File: config.mk
export PLATFORM = sky130hd
export DESIGN_NAME = command_word_decoder
export DESIGN_NICKNAME = d
export VERILOG_FILES = /design/src/rtl/command_word_decoder.sv
export SDC_FILE = /design/constraint.sdc
export NUM_CORES = 1
export LEC_CHECK = 0
export BUFFER_PORTS_ARGS = -buffer_cell sky130_fd_sc_hd__buf_4
export CORE_MARGIN = 4
export CORE_UTILIZATION = 54
export CTS_CLUSTER_DIAMETER = 30
export DETAILED_ROUTE_END_ITERATION = 16
export PLACE_DENSITY = 0.82
export SYNTH_ARGS = -nofsm -noshare
export SYNTH_HDL_FRONTEND = slang
export SYNTH_SLANG_ARGS = --single-unit
File: constraint.sdc
create_clock -name clk -period 4 [get_ports clk]
set_input_delay 0.6 -clock clk [delete_from_list [all_inputs] [get_ports clk]]
set_output_delay 0.6 -clock clk [all_outputs]
set_load 0.005 [all_outputs]
File: src/rtl/command_word_decoder.sv
// 8259A command word front end: runs the ICW1..ICW4 init sequence, then decodes OCW1..OCW3
// into the mode, mask and strobe outputs used by the rest of the PIC.
module command_word_decoder (
    input  logic       clk,
    input  logic       rst,
    input  logic       wr_stb,
    input  logic       a0,
    input  logic [7:0] din,
    output logic       LTIM,
    output logic       ADI,
    output logic       SNGL,
    output logic       IC4,
    output logic [4:0] vec_base,
    output logic [7:0] icw3,
    output logic       SFNM,
    output logic       BUF,
    output logic       MS,
    output logic       AEOI,
    output logic       UPM,
    output logic [7:0] IM,
    output logic [7:0] operation,
    output logic       ocw2_stb,
    output logic       read_isr,
    output logic       smm,
    output logic       poll_stb,
    output logic       init_done
);

    localparam logic [2:0] WAIT_ICW1 = 3'd0;
    localparam logic [2:0] WAIT_ICW2 = 3'd1;
    localparam logic [2:0] WAIT_ICW3 = 3'd2;
    localparam logic [2:0] WAIT_ICW4 = 3'd3;
    localparam logic [2:0] READY     = 3'd4;

    logic [2:0] state;
    logic       is_icw1;
    logic       is_ocw2;
    logic       is_ocw3;

    // ICW1 wins over the OCW decodes; din[4:3]=11 with a0=0 is therefore always ICW1.
    always_comb begin
        is_icw1 = !a0 && din[4];
        is_ocw2 = !a0 && (din[4:3] == 2'b00);
        is_ocw3 = !a0 && (din[4:3] == 2'b01);
    end

    always_ff @(posedge clk) begin
        if (rst) begin
            state     <= WAIT_ICW1;
            LTIM      <= 1'b0;
            ADI       <= 1'b0;
            SNGL      <= 1'b0;
            IC4       <= 1'b0;
            vec_base  <= 5'd0;
            icw3      <= 8'd0;
            SFNM      <= 1'b0;
            BUF       <= 1'b0;
            MS        <= 1'b0;
            AEOI      <= 1'b0;
            UPM       <= 1'b0;
            IM        <= 8'd0;
            operation <= 8'd0;
            ocw2_stb  <= 1'b0;
            read_isr  <= 1'b0;
            smm       <= 1'b0;
            poll_stb  <= 1'b0;
            init_done <= 1'b0;
        end else begin
            ocw2_stb <= 1'b0;
            poll_stb <= 1'b0;
            if (wr_stb) begin
                if (is_icw1) begin
                    state     <= WAIT_ICW2;
                    init_done <= 1'b0;
                    LTIM      <= din[3];
                    ADI       <= din[2];
                    SNGL      <= din[1];
                    IC4       <= din[0];
                    vec_base  <= 5'd0;
                    icw3      <= 8'd0;
                    IM        <= 8'd0;
                    operation <= 8'd0;
                    smm       <= 1'b0;
                    read_isr  <= 1'b0;
                    // ICW4 bits survive a restart only when ICW4 will be rewritten anyway.
                    if (!din[0]) begin
                        SFNM <= 1'b0;
                        BUF  <= 1'b0;
                        MS   <= 1'b0;
                        AEOI <= 1'b0;
                        UPM  <= 1'b0;
                    end
                end else begin
                    case (state)
                        WAIT_ICW2: if (a0) begin
                            vec_base <= din[7:3];
                            if (!SNGL) begin
                                state <= WAIT_ICW3;
                            end else if (IC4) begin
                                state <= WAIT_ICW4;
                            end else begin
                                state     <= READY;
                                init_done <= 1'b1;
                            end
                        end
                        WAIT_ICW3: if (a0) begin
                            icw3 <= din;
                            if (IC4) begin
                                state <= WAIT_ICW4;
                            end else begin
                                state     <= READY;
                                init_done <= 1'b1;
                            end
                        end
                        WAIT_ICW4: if (a0) begin
                            SFNM      <= din[4];
                            BUF       <= din[3];
                            MS        <= din[2];
                            AEOI      <= din[1];
                            UPM       <= din[0];
                            state     <= READY;
                            init_done <= 1'b1;
                        end
                        READY: begin
                            if (a0) begin
                                IM <= din;
                            end else if (is_ocw2) begin
                                operation <= din;
                                ocw2_stb  <= 1'b1;
                            end else if (is_ocw3) begin
                                if (din[6]) smm <= din[5];
                                if (din[1]) read_isr <= din[0];
                                if (din[2]) poll_stb <= 1'b1;
                            end
                        end
                        default: ;
                    endcase
                end
            end
        end
    end

endmodule

==> summary by stage <==
Synthesis
The synthesized netlist occupies a cell area of 1990 µm². After synthesis the netlist holds a flip-flop and latch count of 46. The flip-flop cell with the highest count after synthesis is dfxtp_1. Yosys printed 0 warnings.

Synthesis produced a netlist with a net count of 230. The share of synthesized area in the top cell type comes to 0.464. The synthesized area divided by synthesized cell count is 9.11 µm². Counting every instance in the synthesized netlist gives 218. Ranked by instance count, the synthesized netlist is headed by 46 x dfxtp_1, 25 x nor2_1, 18 x nand2_1. The async set-or-reset flop fraction in the synthesized netlist is 0. By area the synthesized netlist is led by dfxtp_1 46%, mux2i_1 5.5%, nor2_1 4.7%.

In the post-synthesis netlist, the cell with the most instances is dfxtp_1. The number of distinct standard cells referenced by the synthesized netlist is 44. Summed over all instances, the cell type with the most area after synthesis is dfxtp_1. The sequential-to-total area share from yosys stat is 0.464. The synthesized design contains 0 enable-type register cells.

Place
Routability-driven placement finished with a final weighted congestion of 0.819. The number of input and output port buffers inserted is 54. The post-place instance area is 2340 µm². Once placement completed, the tool counted placed cells totaling 301. The total half-perimeter wirelength after legalization and detailed placement is 3250 µm.

Timing
Setup repair after global routing left no endpoint under its margin. The worst max-slew margin expressed relative to the limit is 0.665. Derived from the worst setup path, the maximum achievable clock frequency is 588 MHz. Between clock sinks in the finished design, the worst skew comes to 4.68 ps.

In the finished design, the share of the clock period the worst path needs comes to 0.425. The final number of hold-violating endpoints is 0. The final critical path time including I/O delays and setup is 1700 ps. Setup total negative slack on the finished layout was measured at 0 ps. Setup violations remaining at the end of the flow were counted as 0. For the pin with the worst max-slew slack, the measured transition is 502 ps. The final number of max-transition violations came to 0.

Cells and area
The number of cells in the finished layout apart from fillers is 309. The share of cells above drive strength 1 is 0.270. The count of fill cells added during filler insertion is 297. The area of all sequential standard cells is 921 µm². The post-route cell area is 2450 µm². The area growth from synthesis to layout is 23.6%.

Summing all multi-input logic gate instances after layout gives 942 µm². The post-layout net count is 274. The antenna diode count is 0.

Clocking
The number of setup buffers added after CTS is 0. The total of cells resized after clock tree synthesis is 0. The clock edge transition at the registers on the reported setup and hold paths is 80 ps. Counting the buffers created by CTS gives 5. Clock tree synthesis selected as its root buffer the cell clkbuf_8. The clock passes through at most 2 buffers. Clock latency on the worst-skew pair, taken at its later pin, is 300 ps.

TritonCTS built the clock tree. The number of hold buffers added after CTS is 0. The H-tree was split into 2 levels. The clock sink count is 46.

GRT
The number of global-route vias before repair is 1547. After global routing the overflow that remains totals 0. For this run, global-route usage on met3 was measured as 0.0567.

The initial antenna violation count was 0. The routing usage on met1 is 0.274. The first global-routing pass estimated 7390 µm of wire. Entering global routing, the biggest net connects 42 pins.

The busiest metal layer after global routing is met2. In the global route stage, overall resource usage came out at 0.211. The met2 usage in global routing is 0.334.

Worst setup path
Data on the critical path is required at its endpoint by 4190 ps. The worst setup path is captured at a register. The type of element launching the critical path is a register.

In this run the worst path has a maximum fanout of 11. The critical path in this run is classified as reg2reg. The signal arrival time at the worst endpoint is 1890 ps.

Power and ir drop
Power spread over the standard cell area amounts to 372 nW/µm². The switching power is 0.219 mW. The internal cell power is 0.694 mW.

The leakage dissipation is 1.05 nW. The share of total power dissipated in sequential elements is 0.525. Of the total power, the share spent switching nets is 0.240. Across the VDD grid, the largest voltage drop is 0.254 mV.

Of the total power, combinational logic draws 0.105. The part of the total power dissipated in the clock network is 0.369. Overall power consumption after layout is estimated at 0.913 mW.

Die
The initial utilization of the core area, before any placement, comes to 0.577. The total area inside the core boundary comes to 3440 µm². The area of the die is 4710 µm².

The chip width is 68.6 µm. The number of primary I/O pins is 55. The height of the die is 68.6 µm. The number of rows created at floorplan is 21.

Drt
Once detail routing completed, the nets flagged for antenna violations numbered 0. Across all layers, the routed design uses 1715 vias. The remaining design rule violation count is 0. In the routed layout, each cell is associated on average with a via count of 5.55. The detailed router finished its first iteration with 96 violations.

The routed wire length per instance is 14.9 µm. The routed design has 4600 µm of wire. The number of iterations in the first detailed-routing pass is 4.

Run
The max-cap check violation count is 0.

Status
The flow ran to the end, and the final reports show no timing, DRC or antenna violations.

Worst hold path
The path category of the worst min-delay check is reg2reg.
metal layers:
layer  routed length [µm]  vias to the layer above
li1                     -                      855
met1                 2120                      802
met2                 2100                       50
met3                  308                        8
met4                   70                        0
met5                    0                        -
worst paths after layout:
check	from	to	slack (ps)	cells after the start
max	state[0]	icw3[2]	2300	4
min	operation[4]	operation[4]	470	1
max reg2reg	state[0]	icw3[2]	2300	4
min reg2reg	operation[4]	operation[4]	470	1
critical path, cell delays in order (launching register included):
cell      delay (ps)
dfxtp_1          570
and4bb_2         300
o21ai_2          410
mux2i_1          250
nor2_1            50
state kept, by name, indices dropped and copies added (netlist names):
signal     count
IM             8
AEOI           1
SFNM           1
LTIM           1
poll_stb       1
read_isr       1
icw3           8
operation      8
MS             1
BUF            1
SNGL           1
vec_base       5
ADI            1
smm            1
state          3
IC4            1
init_done      1
UPM            1
ocw2_stb       1
layout by cell type (no fill, tap or decap), drive strengths merged, types with 3 or more instances in the layout:
| cell | synthesis | final |
|---|---|---|
| nor2b | 8 | 8 |
| and3 | 3 | 3 |
| inv | 3 | 3 |
| nor2 | 26 | 26 |
| dfxtp | 46 | 46 |
| nand2b | 6 | 6 |
| a21oi | 11 | 11 |
| clkbuf | 5 | 5 |
| mux2i | 11 | 11 |
| nor4 | 3 | 3 |
| buf | 13 | 55 |
| and2 | 3 | 3 |
| nand2 | 18 | 18 |
| nand3b | 4 | 4 |
| nand3 | 10 | 10 |
| o21ai | 16 | 16 |
| a22oi | 4 | 4 |
| a22o | 6 | 6 |
cell type report:
cell class,count,area share
inverters,3,0.00459
multi-input cells,151,0.384
well taps,46,0.0235
repair buffers,55,0.168
clock inverters,3,0.0163
clock buffers,5,0.0280
flip-flops and latches,46,0.375
power groups by stage:
stage	sequential [mW]	clock (mW)	combinational [mW]
finish	0.480	0.337	0.0963
global route	0.481	0.356	0.107
CTS	0.479	0.341	0.0965
detailed placement	0.490	0	0.0960
global placement	0.490	0	0.0948
floorplan	0.486	0	0.0670
kinds of logic after synthesis:
kind of cell,share of synthesized area
multiplexers,0.0555
buffers and inverters,0.0617
flip-flops,0.464
AO/OA/AOI/OAI,0.161
AND/OR/NAND/NOR,0.258
metrics by stage:
step / setup slack (ps) / util / hold slack (ps)
4_1_cts: 2290 / 0.713 / 468
2_1_floorplan: 2460 / - / 448
6_report: 2300 / 0.713 / 466
3_3_place_gp: 2060 / 0.681 / 447
5_1_grt: 2160 / 0.713 / 490
3_5_place_dp: 2010 / 0.681 / 450
No activity file was read; power rests on OpenSTA's default activity.
